### config.mk
export PLATFORM = sky130hd
export DESIGN_NAME = mod3_scheduler_flat
export DESIGN_NICKNAME = d
export VERILOG_FILES = /design/src/rtl/mod3_scheduler_pkg.sv /design/src/rtl/mod3_scheduler_if.sv /design/src/rtl/mod3_scheduler_serial_core.sv /design/src/rtl/mod3_scheduler.sv /design/src/flat_wrapper.sv
export SDC_FILE = /design/constraint.sdc
export NUM_CORES = 1
export LEC_CHECK = 0
export BUFFER_PORTS_ARGS = -buffer_cell sky130_fd_sc_hd__buf_4
export CORE_UTILIZATION = 45
export CTS_CLUSTER_SIZE = 14
export DETAILED_ROUTE_END_ITERATION = 7
export PLACE_DENSITY = 0.71
export SYNTH_ARGS = -nofsm -noshare
export SYNTH_HDL_FRONTEND = slang
export SYNTH_SLANG_ARGS = --single-unit
### constraint.sdc
create_clock -name clk -period 1.5 [get_ports clk]
set_input_delay 0.15 -clock clk [delete_from_list [all_inputs] [get_ports clk]]
set_output_delay 0.15 -clock clk [all_outputs]
set_load 0.01 [all_outputs]
### src/rtl/mod3_scheduler_pkg.sv
// Shared types and the remainder step used by the mod-3 scheduler and its serial core.
package mod3_pkg;

  typedef enum logic [1:0] {
    IDLE  = 2'd0,
    SHIFT = 2'd1,
    DONE  = 2'd2
  } state_t;

  localparam logic [1:0] REM0 = 2'd0;
  localparam logic [1:0] REM1 = 2'd1;
  localparam logic [1:0] REM2 = 2'd2;

  // (2*r + b) mod 3; the unreachable encoding 3 is folded onto remainder 0.
  function automatic logic [1:0] next_rem(input logic [1:0] r, input logic b);
    logic [1:0] n;
    case (r)
      REM1:    n = b ? REM0 : REM2;
      REM2:    n = b ? REM2 : REM1;
      default: n = b ? REM1 : REM0;
    endcase
    return n;
  endfunction

endpackage

### src/rtl/mod3_scheduler_if.sv
// Request/result bundle between the two requesters, the consumer and the scheduler.
interface mod3_scheduler_if #(parameter int WIDTH = 8);

  logic             req0_valid;
  logic [WIDTH-1:0] req0_data;
  logic             req0_ready;
  logic             req1_valid;
  logic [WIDTH-1:0] req1_data;
  logic             req1_ready;
  logic             res_valid;
  logic             res_ready;
  logic [1:0]       res_rem;
  logic             res_div3;
  logic             res_id;
  logic             busy;

  modport master (
    output req0_valid, req0_data, req1_valid, req1_data, res_ready,
    input  req0_ready, req1_ready, res_valid, res_rem, res_div3, res_id, busy
  );

  modport slave (
    input  req0_valid, req0_data, req1_valid, req1_data, res_ready,
    output req0_ready, req1_ready, res_valid, res_rem, res_div3, res_id, busy
  );

endinterface

### src/rtl/mod3_scheduler_serial_core.sv
// Bit-serial remainder engine: shift register fed MSB-first into the mod-3 FSM.
module mod3_serial_core
  import mod3_pkg::*;
#(
  parameter int WIDTH = 8
) (
  input  logic             clk,
  input  logic             rst_n,
  input  logic             i_load,
  input  logic [WIDTH-1:0] i_data,
  input  logic             i_step,
  output logic [1:0]       o_rem,
  output logic             o_last
);

  localparam int CNT_W = $clog2(WIDTH + 1);

  logic [WIDTH-1:0] r_shift;
  logic [CNT_W-1:0] r_cnt;
  logic [1:0]       r_rem;

  always_ff @(posedge clk or negedge rst_n) begin
    if (!rst_n) begin
      r_shift <= '0;
      r_cnt   <= '0;
      r_rem   <= REM0;
    end else if (i_load) begin
      r_shift <= i_data;
      r_cnt   <= CNT_W'(WIDTH);
      r_rem   <= REM0;
    end else if (i_step) begin
      r_rem   <= next_rem(r_rem, r_shift[WIDTH-1]);
      r_shift <= {r_shift[WIDTH-2:0], 1'b0};
      r_cnt   <= r_cnt - CNT_W'(1);
    end
  end

  // Asserted during the final step, so the controller leaves SHIFT on that edge.
  assign o_last = (r_cnt == CNT_W'(1));
  assign o_rem  = r_rem;

endmodule

### src/rtl/mod3_scheduler.sv
// Two-port round-robin front end sharing one serial mod-3 engine; result held until consumed.
module mod3_scheduler
  import mod3_pkg::*;
#(
  parameter int WIDTH = 8
) (
  input  logic           clk,
  input  logic           rst_n,
  mod3_scheduler_if.slave bus
);

  state_t           r_state;
  state_t           w_state_next;
  logic             r_ptr;
  logic             r_id;
  logic [1:0]       w_valid;
  logic [1:0]       w_ready;
  logic             w_winner;
  logic             w_accept;
  logic [WIDTH-1:0] w_data;
  logic [1:0]       w_rem;
  logic             w_last;
  logic             w_done;

  assign w_valid  = {bus.req1_valid, bus.req0_valid};
  // r_ptr is the last-granted port; under contention the other one wins.
  assign w_winner = (w_valid == 2'b11) ? ~r_ptr : w_valid[1];
  assign w_data   = w_winner ? bus.req1_data : bus.req0_data;

  genvar gi;
  generate
    for (gi = 0; gi < 2; gi++) begin : g_ready
      assign w_ready[gi] = rst_n & (r_state == IDLE) & w_valid[gi] & (w_winner == 1'(gi));
    end
  endgenerate

  assign w_accept       = |w_ready;
  assign bus.req0_ready = w_ready[0];
  assign bus.req1_ready = w_ready[1];

  mod3_serial_core #(.WIDTH(WIDTH)) u_core (
    .clk    (clk),
    .rst_n  (rst_n),
    .i_load (w_accept),
    .i_data (w_data),
    .i_step (r_state == SHIFT),
    .o_rem  (w_rem),
    .o_last (w_last)
  );

  always_ff @(posedge clk or negedge rst_n) begin
    if (!rst_n) begin
      r_state <= IDLE;
      r_ptr   <= 1'b1;
      r_id    <= 1'b0;
    end else begin
      r_state <= w_state_next;
      if (w_accept)
        r_id <= w_winner;
      if (w_done && bus.res_ready)
        r_ptr <= r_id;
    end
  end

  always_comb begin
    w_state_next = r_state;
    case (r_state)
      IDLE:    if (w_accept)      w_state_next = SHIFT;
      SHIFT:   if (w_last)        w_state_next = DONE;
      DONE:    if (bus.res_ready) w_state_next = IDLE;
      default:                    w_state_next = IDLE;
    endcase
  end

  // Result fields read as zero outside DONE so the idle/reset view is all-quiet.
  assign w_done        = (r_state == DONE);
  assign bus.res_valid = w_done;
  assign bus.res_rem   = w_done ? w_rem : REM0;
  assign bus.res_div3  = w_done & (w_rem == REM0);
  assign bus.res_id    = w_done & r_id;
  assign bus.busy      = (r_state != IDLE);

endmodule

### src/flat_wrapper.sv
// flat-port wrapper written by rule: the top's interface ports become plain ports
module mod3_scheduler_flat import mod3_pkg::*;
#(
  parameter int WIDTH = 8
)
  (clk, rst_n, bus_req0_valid, bus_req0_data, bus_req1_valid, bus_req1_data, bus_res_ready, bus_req0_ready, bus_req1_ready, bus_res_valid, bus_res_rem, bus_res_div3, bus_res_id, bus_busy);
  mod3_scheduler_if #(.WIDTH(WIDTH)) bus_i ();
  input  logic clk;
  input  logic rst_n;
  input wire logic [$bits(bus_i.req0_valid)-1:0] bus_req0_valid;
  input wire logic [$bits(bus_i.req0_data)-1:0] bus_req0_data;
  input wire logic [$bits(bus_i.req1_valid)-1:0] bus_req1_valid;
  input wire logic [$bits(bus_i.req1_data)-1:0] bus_req1_data;
  input wire logic [$bits(bus_i.res_ready)-1:0] bus_res_ready;
  output wire logic [$bits(bus_i.req0_ready)-1:0] bus_req0_ready;
  output wire logic [$bits(bus_i.req1_ready)-1:0] bus_req1_ready;
  output wire logic [$bits(bus_i.res_valid)-1:0] bus_res_valid;
  output wire logic [$bits(bus_i.res_rem)-1:0] bus_res_rem;
  output wire logic [$bits(bus_i.res_div3)-1:0] bus_res_div3;
  output wire logic [$bits(bus_i.res_id)-1:0] bus_res_id;
  output wire logic [$bits(bus_i.busy)-1:0] bus_busy;
  assign bus_i.req0_valid = bus_req0_valid;
  assign bus_i.req0_data = bus_req0_data;
  assign bus_i.req1_valid = bus_req1_valid;
  assign bus_i.req1_data = bus_req1_data;
  assign bus_i.res_ready = bus_res_ready;
  assign bus_req0_ready = bus_i.req0_ready;
  assign bus_req1_ready = bus_i.req1_ready;
  assign bus_res_valid = bus_i.res_valid;
  assign bus_res_rem = bus_i.res_rem;
  assign bus_res_div3 = bus_i.res_div3;
  assign bus_res_id = bus_i.res_id;
  assign bus_busy = bus_i.busy;
  mod3_scheduler #(.WIDTH(WIDTH)) u_core (.clk(clk), .rst_n(rst_n), .bus(bus_i));
endmodule
# Yosys cells after proc, flatten, opt, wreduce, memory -nomap -nowiden
# Cells that the tools add are included.
dict set report word_totals {
  ff_bits 18
  input_bits 21
  output_inout_bits 8
  elab_cells 49
}
dict set report classes {
  addsub 1
  eq_ne 9
  n_mux 17
  n_bitwise 9
  reduce_logical 7
}
# cell n
set op_table {}
lappend op_table {{8-bit 2-to-1 mux} 3}
lappend op_table {{2-bit 2-to-1 mux} 8}
lappend op_table {{4-bit 2-to-1 mux} 2}
lappend op_table {{1-bit bitwise AND} 7}
lappend op_table {{2-bit == test (second input constant)} 3}
lappend op_table {{2-bit case mux with 3 select lines} 1}
lappend op_table {{2-bit by 1-bit == test with 1-bit output (second input constant)} 2}
lappend op_table {{4-bit by 1-bit == test with 1-bit output (second input constant)} 1}
lappend op_table {{2-bit logical NOT} 2}
lappend op_table {{2-bit by 1-bit != test with 1-bit output (second input constant)} 2}
lappend op_table {{2-bit case mux with 2 select lines} 1}
lappend op_table {{2-bit nonzero test} 2}
lappend op_table {{4-bit by 1-bit subtractor with 4-bit output (second input constant)} 1}
lappend op_table {{3-bit AND reduction} 1}
lappend op_table {{1-bit 2-to-1 mux} 2}
lappend op_table {{2-bit != test (second input constant)} 1}
lappend op_table {{1-bit NOT} 2}
lappend op_table {{2-bit OR reduction} 1}
lappend op_table {{1-bit logical AND} 1}

# Logic depth before layout (Yosys ltp)
# Gate-level depths: netlist of run 1.
dict set report depth {
  word_depth 7
  mapped_depth 5
  mapped_depth_nobuf 5
}

# By module
# From an unflattened synthesis of run 1, not the netlist that was laid out.
dict set report unflattened {
  hier_cells 103
  area_unflattened_um2 1072.3
}
# mod instances cells_each area_per_inst_um2 seq_area_each_um2
set modules_own_cells {}
lappend modules_own_cells {mod3_serial_core 1 69 729.4 350.3}
lappend modules_own_cells {mod3_scheduler 1 34 342.8 101.3}

# Worst setup path before layout of run 1
# OpenSTA, ideal clock, no wires.
dict set report synth_path {
  kind {register to register}
  start {reg u_core.u_core.r_rem[0] (netlist: u_core.u_core.o_rem[0])}
  end {reg u_core.u_core.r_rem[0] (netlist: u_core.u_core.o_rem[0])}
  setup_time_ps 94
  arrival_ps 1178
  required_time_ps 1406
  slack_ps 228
  stages_incl_launch_ff 6
  n_path_buf 0
  synth_period_minus_slack_ps 1272
  cell_sequence {dfrtp_1 -> inv_1 -> ha_1 -> nand2_1 -> mux2_2 -> a211oi_1}
}
dict set report synth_between {
  elab_chain_len 4
  word_cells_on_any_way 5
  cone_classes {eq/ne (2); mux (3)}
}
# item line
set synth_rtl {}
lappend synth_rtl {{from (decl)} mod3_scheduler_serial_core.sv:20} ;# logic [1:0] r_rem;
lappend synth_rtl {{from (signal assigned)} mod3_scheduler_serial_core.sv:32} ;# r_rem <= next_rem(r_rem, r_shift[WIDTH-1]);
lappend synth_rtl {{2-bit == test or 2-bit by 1-bit == test with 1-bit output (tied branches)} mod3_scheduler_pkg.sv:17} ;# case (r)
lappend synth_rtl {{2-bit case mux with 2 select lines *} mod3_scheduler_pkg.sv:17}
lappend synth_rtl {{2-bit 2-to-1 mux *} mod3_scheduler_serial_core.sv:31} ;# end else if (i_step) begin
lappend synth_rtl {{2-bit 2-to-1 mux *} mod3_scheduler_serial_core.sv:27} ;# end else if (i_load) begin
# Mark *: on every way between the ends. The rest lies on a longest branch, timed or not. The select of a mux whose other input is x is not followed.
# A chain may end at the register's enable or synchronous reset.

# Worst setup path after layout of run 1
dict set report layout_path {
  start {reg u_core.r_state[0]}
  end {out bus_res_rem[0]}
}
dict set report layout_between {
  elab_chain_len 2
}
# item line
set layout_rtl {}
lappend layout_rtl {{from (decl)} mod3_scheduler.sv:12} ;# state_t r_state;
lappend layout_rtl {{from (signal assigned)} mod3_scheduler.sv:57} ;# r_state <= w_state_next;
lappend layout_rtl {{2-bit == test} mod3_scheduler.sv:76} ;# assign w_done = (r_state == DONE);
lappend layout_rtl {{2-bit 2-to-1 mux} mod3_scheduler.sv:78} ;# assign bus.res_rem = w_done ? w_rem : REM0;
lappend layout_rtl {{to (decl)} flat_wrapper.sv:18} ;# output wire logic [$bits(bus_i.res_rem)-1:0] bus_res_rem;
# No other way between the ends.

==> impl_metrics.csv, run 1 <==
group,metric,value,unit
finish,post-route-util,0.6850,
pwr,peakVddDrop,1012,uV
setup_path,worstSetupStartpointType,"flop",
place,place.gp.congestion,0.7991,
finish,final_area,1399,um2
synth,syn_nets,133,
synth,async_flop_share,1.000,
synth,synth_ff_type,"dfrtp_1",
clocking,clock_path_buffers,2,
timing,timing.hold.ws,0.06993,ns
timing,tightest_slew,0.7813,ns
synth,yosys-mux-area-fraction,0.1200,
clocking,cts_root_buf,"clkbuf_4",
timing,final.setup.worst_slack,0.08812,ns
setup_path,cp-startpoint,"u_core.r_state[0]",
synth,avgSynthCellArea,9.554,um2
synth,yosys.area_share.simple,0.1616,
global_routing,grt_pass1_vias,898,
place,numPortBuffers,28,
drt,avgViaCountPerCell,5.179,
synth,synth_top_family_by_area,"simple AND/OR/NAND/NOR gates",
synth,yosysWarningCount,0,
synth,yosysSeqAreaShare,0.4419,
floorplan,dieArea,2466,um2
pwr,power,2.146,mW
synth,synthCells,107,
setup_path,required,1.35,ns
synth,synth_compound_area_frac,0.1310,
synth,synth.cell_area,1022,um2
timing,finalSetupViolCount,0,
timing,finalHoldViolCount,0,
global_routing,grt_max_degree,18,
place,placed_area,1286,um2
timing,worst_clock_skew,0.005958,ns
place,dp_hpwl,1.637,mm
timing,slew_violations,0,
timing,rsz0062_at_grt,"yes",
synth,synth_xor_area_frac,0.008568,
setup_path,reg2reg_from,"u_core.u_core.o_rem[0]",
synth,synth_edf_count,0,
place,pre_cts_ws,0.1048,ns
global_routing,grt_pass1_wl,3.857,mm
timing,period_needed,1.412,ns
global_routing,gr-total-overflow,0,
setup_path,end_kind,"output port",
floorplan,fp.dieH,49.66,um
timing,fmax,0.7083,GHz
global_routing,grtUsageTotal,0.2027,
clocking,htreeDepth,1,
finish,final_nets,173,
global_routing,antenna_found_initial,0,
drt,detail-route-antenna-nets,0,
floorplan,start_util,0.5006,
job,drv_cap,0,
clocking,worstSkewPairLatency,0.29,ns
finish,antennaDiodeCount,0,
clocking,numClockSinks,18,
synth,synthAdderAreaFrac,0.06120,
min_path,hp-start,"bus_res_ready",
pwr,p_leak,0.6927,nW
clocking,clkSlewWorstSetupHoldPaths,0.10,ns
drt,post_drt_wl_per_cell,12.73,um
pwr,power.density,1534,nW/um2
setup_path,cp.arrival,1.26,ns
drt,wirelength,2.202,mm
clocking,cts_made_buffers,3,
floorplan,placementRows,16,
run_status,status,"complete, no violations",
timing,finalCritPeriodShare,0.9413,
drt,drc,0,
setup_path,crit_type,"flop to output port",
floorplan,core_area,2042,um2
finish,area_delta_synth_final,36.84,%
synth,ys_types,29,
floorplan,fp.dieW,49.66,um
floorplan,io-pin-count,29,
timing,relSlewSlack,0.4774,
finish,drive_gt1_frac,0.3836,
setup_path,path_max_fanout,5,
drt,firstDrtPassIters,4,
drt,first_iter_violations,13,
drt,vias,896,
min_path,hp-class,"input port to flop",
clocking,cts_tree,"yes",
synth,synth_seq_cells,18,
[stage by stage]
stage	setup TNS, ns	std cells
2_1_floorplan	0	107
3_3_place_gp	0	164
3_5_place_dp	0	164
4_1_cts	0	171
5_1_grt	-0.006211	173
6_report	0	173
[report_power, final]
group          total [mW]  switching, mW  internal [mW]
Sequential          0.837          0.140          0.697
Clock               0.303          0.155          0.148
Combinational        1.01          0.514          0.493
[kinds of logic (layout without fill, tap and decap cells)]
kind of cell,after synthesis,after routing
and+or+nand+nor,34,34
AOI/OAI and AO/OA,19,19
DFF,18,18
buffers and inverters,18,57
muxes,12,12
adders and majority gates,5,5
xor gates and xnor gates,1,1
[metal layers]
layer / global-route usage / routed length [um] / part of all wire / vias to the layer above
li1: - / - / - / 446
met1: 0.2692 / 1021 / 0.46 / 430
met2: 0.3423 / 1087 / 0.49 / 18
met3: 0.02778 / 72 / 0.033 / 2
met4: 0.05714 / 21 / 0.0095 / 0
met5: 0 / 0 / 0 / -
[cell usage after synthesis, types with 3 or more instances]
| cell | n | share of area |
|---|---|---|
| dfrtp_1 | 17 | 0.42 |
| inv_1 | 14 | 0.051 |
| nand2_1 | 13 | 0.048 |
| mux2i_1 | 10 | 0.098 |
| nor2_1 | 8 | 0.029 |
| o221ai_1 | 7 | 0.060 |
| ha_1 | 5 | 0.061 |
| a211oi_1 | 3 | 0.022 |
| a21oi_1 | 3 | 0.015 |
| o21ai_0 | 3 | 0.015 |
[final timing paths]
kind / endpoint / slack, ns / cells past startpoint
worst max-delay path: bus_res_rem[0] / 0.09 / 4
worst min-delay path: u_core.r_state[1] / 0.07 / 2
worst max register to register: u_core.u_core.o_rem[0] / 0.12 / 5
worst min register to register: u_core.u_core.r_shift[2] / 0.50 / 2
max in group asynchronous: u_core.r_state[0] / 0.38 / 3
min in group asynchronous: u_core.r_ptr / 0.44 / 3
[flip-flops by register name (all words and copies together), names as in the netlist]
name / count
u_core.u_core.o_rem: 2
u_core.r_id: 1
u_core.u_core.r_cnt: 4
u_core.u_core.r_shift: 8
u_core.r_state: 2
u_core.r_ptr: 1
[layout make-up]
cell class	instances	area, um2
Tap cell	27	33.78
Clock buffer	4	36.28
Fill cell	178	643.1
Sequential cell	18	454.2
Timing Repair Buffer	39	301.5
Multi-Input combinational cell	71	520.5
Inverter	14	52.55
[cell usage in the layout (no fill, tap or decap), types with 2 or more instances in the layout]
cell,Yosys,final
buf_4,2,36
o21ai_0,3,3
a21oi_1,3,3
clkbuf_4,0,3
nor2_2,0,3
nand2_1,13,13
o221ai_1,7,7
dfrtp_2,0,2
a211oi_1,3,2
nor2_1,8,5
and2_1,2,2
mux2_2,2,2
dfrtp_1,17,15
dlygate4sd3_1,0,2
mux2i_1,10,10
inv_1,14,13
ha_1,5,5
[timing repair]
| action | 4_1_cts | 5_1_grt |
|---|---|---|
| endpoints found under the hold margin | 17 | 0 |
| gates resized for setup | 6 | 6 |
| hold buffers | 2 | 0 |
| buffers inserted | 1 | 3 |
| pin swaps | 1 | 1 |
| setup endpoints to repair | 5 | 7 |
[worst max-delay path, stage by stage (launching register included)]
cell     delay [ns]
dfrtp_2        0.44
and2b_2        0.26
inv_2          0.06
nor2_2         0.10
buf_4          0.12
Power figures use the tool's default switching activity.
==> inputs of run 2 (changes only) <==
--- a/config.mk
+++ b/config.mk
@@ -5,11 +5,12 @@
 export SDC_FILE = /design/constraint.sdc
 export NUM_CORES = 1
 export LEC_CHECK = 0
+export ABC_AREA = 1
 export BUFFER_PORTS_ARGS = -buffer_cell sky130_fd_sc_hd__buf_4
 export CORE_UTILIZATION = 45
 export CTS_CLUSTER_SIZE = 14
 export DETAILED_ROUTE_END_ITERATION = 7
-export PLACE_DENSITY = 0.71
+export PLACE_DENSITY = 0.7
 export SYNTH_ARGS = -nofsm -noshare
 export SYNTH_HDL_FRONTEND = slang
 export SYNTH_SLANG_ARGS = --single-unit
==> run 2 against run 1 <==
Maximum frequency decreased by 3.5%; setup slack got worse by 0.051 ns; register-to-register slack improved by 0.03 ns; flip-flop and latch count unchanged; cell area increased by 4.7%; synthesized cell count increased by 39%; die area increased by 6.9%; highest routed layer unchanged; clock skew decreased by 0.0026 ns; combinational power increased by 23%; largest cell class unchanged.
==> impl_metrics.csv, run 2 <==
group,metric,value,unit
run_status,status,"complete, no violations",
place,place.gp.congestion,0.8085,
synth,synthAdderAreaFrac,0.05708,
synth,synth_edf_count,0,
synth,yosysTopAreaCell,"dfrtp_1",
drt,first_iter_violations,12,
drt,vias,1025,
finish,antennaDiodeCount,0,
synth,synth_xor_area_frac,0.007991,
synth,synth_compound_area_frac,0.07877,
synth,yosysSeqAreaShare,0.4121,
synth,synth_seq_cells,18,
finish,regMostFlops,"u_core.u_core.r_shift",
synth,synth_top_family_by_area,"simple AND/OR/NAND/NOR gates",
floorplan,core_area,2255,um2
timing,period_needed,1.463,ns
global_routing,grtUsageTotal,0.2096,
global_routing,grt_pass1_wl,4.098,mm
finish,final_nets,215,
place,placed_cells,205,
floorplan,placementRows,17,
setup_path,end_kind,"output port",
synth,avgSynthCellArea,7.356,um2
min_path,hp-class,"input port to flop",
synth,yosysWarningCount,0,
synth,async_flop_share,1.000,
synth,synth.cell_area,1096,um2
timing,final.setup.worst_slack,0.03737,ns
clocking,htreeDepth,1,
timing,tightest_slew,0.2443,ns
setup_path,cp.arrival,1.31,ns
synth,yosys-top-cells-area,"dfrtp_1 (39%), nand2_1 (16%), inv_1 (6.8%)",
place,numPortBuffers,28,
place,placed_area,1339,um2
setup_path,path_cells,"nor2_2 > nand2_2 > nor3_2 > buf_4",
place,dp_hpwl,1.878,mm
finish,nFillCells,199,
floorplan,fp.dieH,51.35,um
clocking,cts_made_buffers,3,
drt,detail-route-antenna-nets,0,
drt,firstDrtPassIters,4,
drt,post_drt_wl_per_cell,11.27,um
synth,yosys-mux-area-fraction,0,
timing,rsz0062_at_grt,"yes",
clocking,clock_path_buffers,2,
synth,synthCells,149,
synth,synth_ff_type,"dfrtp_1",
finish,finalNonFillerCells,216,
global_routing,grt_max_degree,19,
finish,multi_input_area,550.5,um2
clocking,numClockSinks,18,
place,pre_cts_ws,0.1221,ns
setup_path,path_max_fanout,4,
clocking,worstSkewPairLatency,0.30,ns
timing,worst_clock_skew,0.003332,ns
drt,wirelength,2.435,mm
finish,final_area,1464,um2
finish,regArea,451.7,um2
setup_path,crit_type,"flop to output port",
timing,relSlewSlack,0.8368,
clocking,cts_tree,"yes",
synth,ys_types,22,
floorplan,io-pin-count,29,
clocking,clkSlewWorstSetupHoldPaths,0.10,ns
global_routing,antenna_found_initial,0,
timing,finalCritPeriodShare,0.9751,
setup_path,worstSetupStartpointType,"flop",
finish,area_delta_synth_final,33.56,%
setup_path,required,1.35,ns
setup_path,max_stage_delay,0.42,ns
timing,slew_violations,0,
global_routing,gr-total-overflow,0,
finish,top_regs,"u_core.u_core.r_shift: 8 flops, u_core.u_core.r_cnt: 4 flops",
finish,drive_gt1_frac,0.3138,
timing,finalSetupViolCount,0,
drt,avgViaCountPerCell,4.745,
finish,post-route-util,0.6493,
finish,largest_register_ffs,8,
finish,final_cell_mix,"nand2_1 (47), buf_4 (36), inv_1 (18)",
synth,yosysTopAreaCellShare,0.3881,
setup_path,slowest_stage,"dfrtp_1",
floorplan,start_util,0.4861,
clocking,cts_root_buf,"clkbuf_4",
floorplan,dieArea,2637,um2
job,drv_cap,0,
pwr,power.density,1640,nW/um2
global_routing,grt_pass1_vias,1013,
timing,finalHoldViolCount,0,
drt,drc,0,
synth,yosysMostFrequentCell,"nand2_1",
finish,layout_commonest_cell,"nand2_1",
floorplan,fp.dieW,51.35,um
synth,yosys-top-cells-count,"nand2_1 (47), inv_1 (20), dfrtp_1 (17), nor2_1 (17), nand3_1 (9)",
pwr,peakVddDrop,1015,uV
synth,yosys.area_share.simple,0.3425,
timing,fmax,0.6837,GHz
pwr,p_leak,0.8087,nW
timing,timing.setup.tns,0,ns
synth,syn_nets,175,
run 2: cell types whose count changed after synthesis, moves of 6 or more:
cell,change
inv_1,+6
nor2_1,+9
nand3_1,+8
o221ai_1,-7
mux2i_1,-10
nand2_1,+34
run 2: cells by family after synthesis:
logic type	after synthesis
AO/OA/AOI/OAI	14
XOR/XNOR	1
adder cells (fa/ha/maj)	5
buffers and inverters	25
flip-flops	18
AND/OR/NAND/NOR	86
run 2: area by class of cell:
type / count / area share
inverters: 21 / 0.05385
repair buffers: 39 / 0.2128
flip-flops and latches: 18 / 0.3085
well taps: 28 / 0.02393
multi-input cells: 106 / 0.3761
clock buffers: 4 / 0.02479
run 2: metrics by stage:
step,total power [mW],hold slack [ns]
after floorplan,1.679,-0.1456
after global placement,1.910,0.1386
after detailed placement,1.957,0.1325
after CTS,2.299,0.04724
after global routing,2.629,0.05610
final,2.401,0.04680
run 2: timing repair:
| action | CTS | global route |
|---|---|---|
| setup buffers | 2 | 4 |
| setup endpoints to repair | 5 | 18 |
| pin swaps | 3 | 3 |
| gates resized for setup | 4 | 3 |
| hold buffers | 1 | 0 |
| hold endpoints to repair | 17 | 0 |
run 2: critical path: cells and delay by family, from the launching register on:
family	cells	cell delay, ns
buffers and inverters	1	0.15
DFF	1	0.42
and+or+nand+nor	3	0.44
run 2: worst paths after layout:
kind / startpoint / end / slack, ns / cells past startpoint
max in group asynchronous: rst_n / u_core.r_ptr / 0.90 / 3
worst min-delay path: bus_res_ready / u_core.r_state[1] / 0.05 / 2
worst max register to register: u_core.r_state[1] / u_core.u_core.r_shift[1] / 0.15 / 7
worst max-delay path: u_core.r_state[1] / bus_req0_ready / 0.04 / 4
min in group asynchronous: rst_n / u_core.u_core.r_cnt[2] / 0.34 / 3
worst min register to register: u_core.u_core.r_shift[2] / u_core.u_core.r_shift[2] / 0.49 / 2
run 2: metal layers:
layer  wire length [um]  global-route usage  up-vias
met5                  0                   0        -
met4                  9             0.03153        0
met3                 63             0.05357        2
met2               1277              0.3728       11
met1               1084              0.2589      480
li1                   -                   -      532
run 2: power by group:
group / switching (mW) / internal (mW)
Combinational: 0.701 / 0.539
Sequential: 0.148 / 0.707
Clock: 0.159 / 0.148
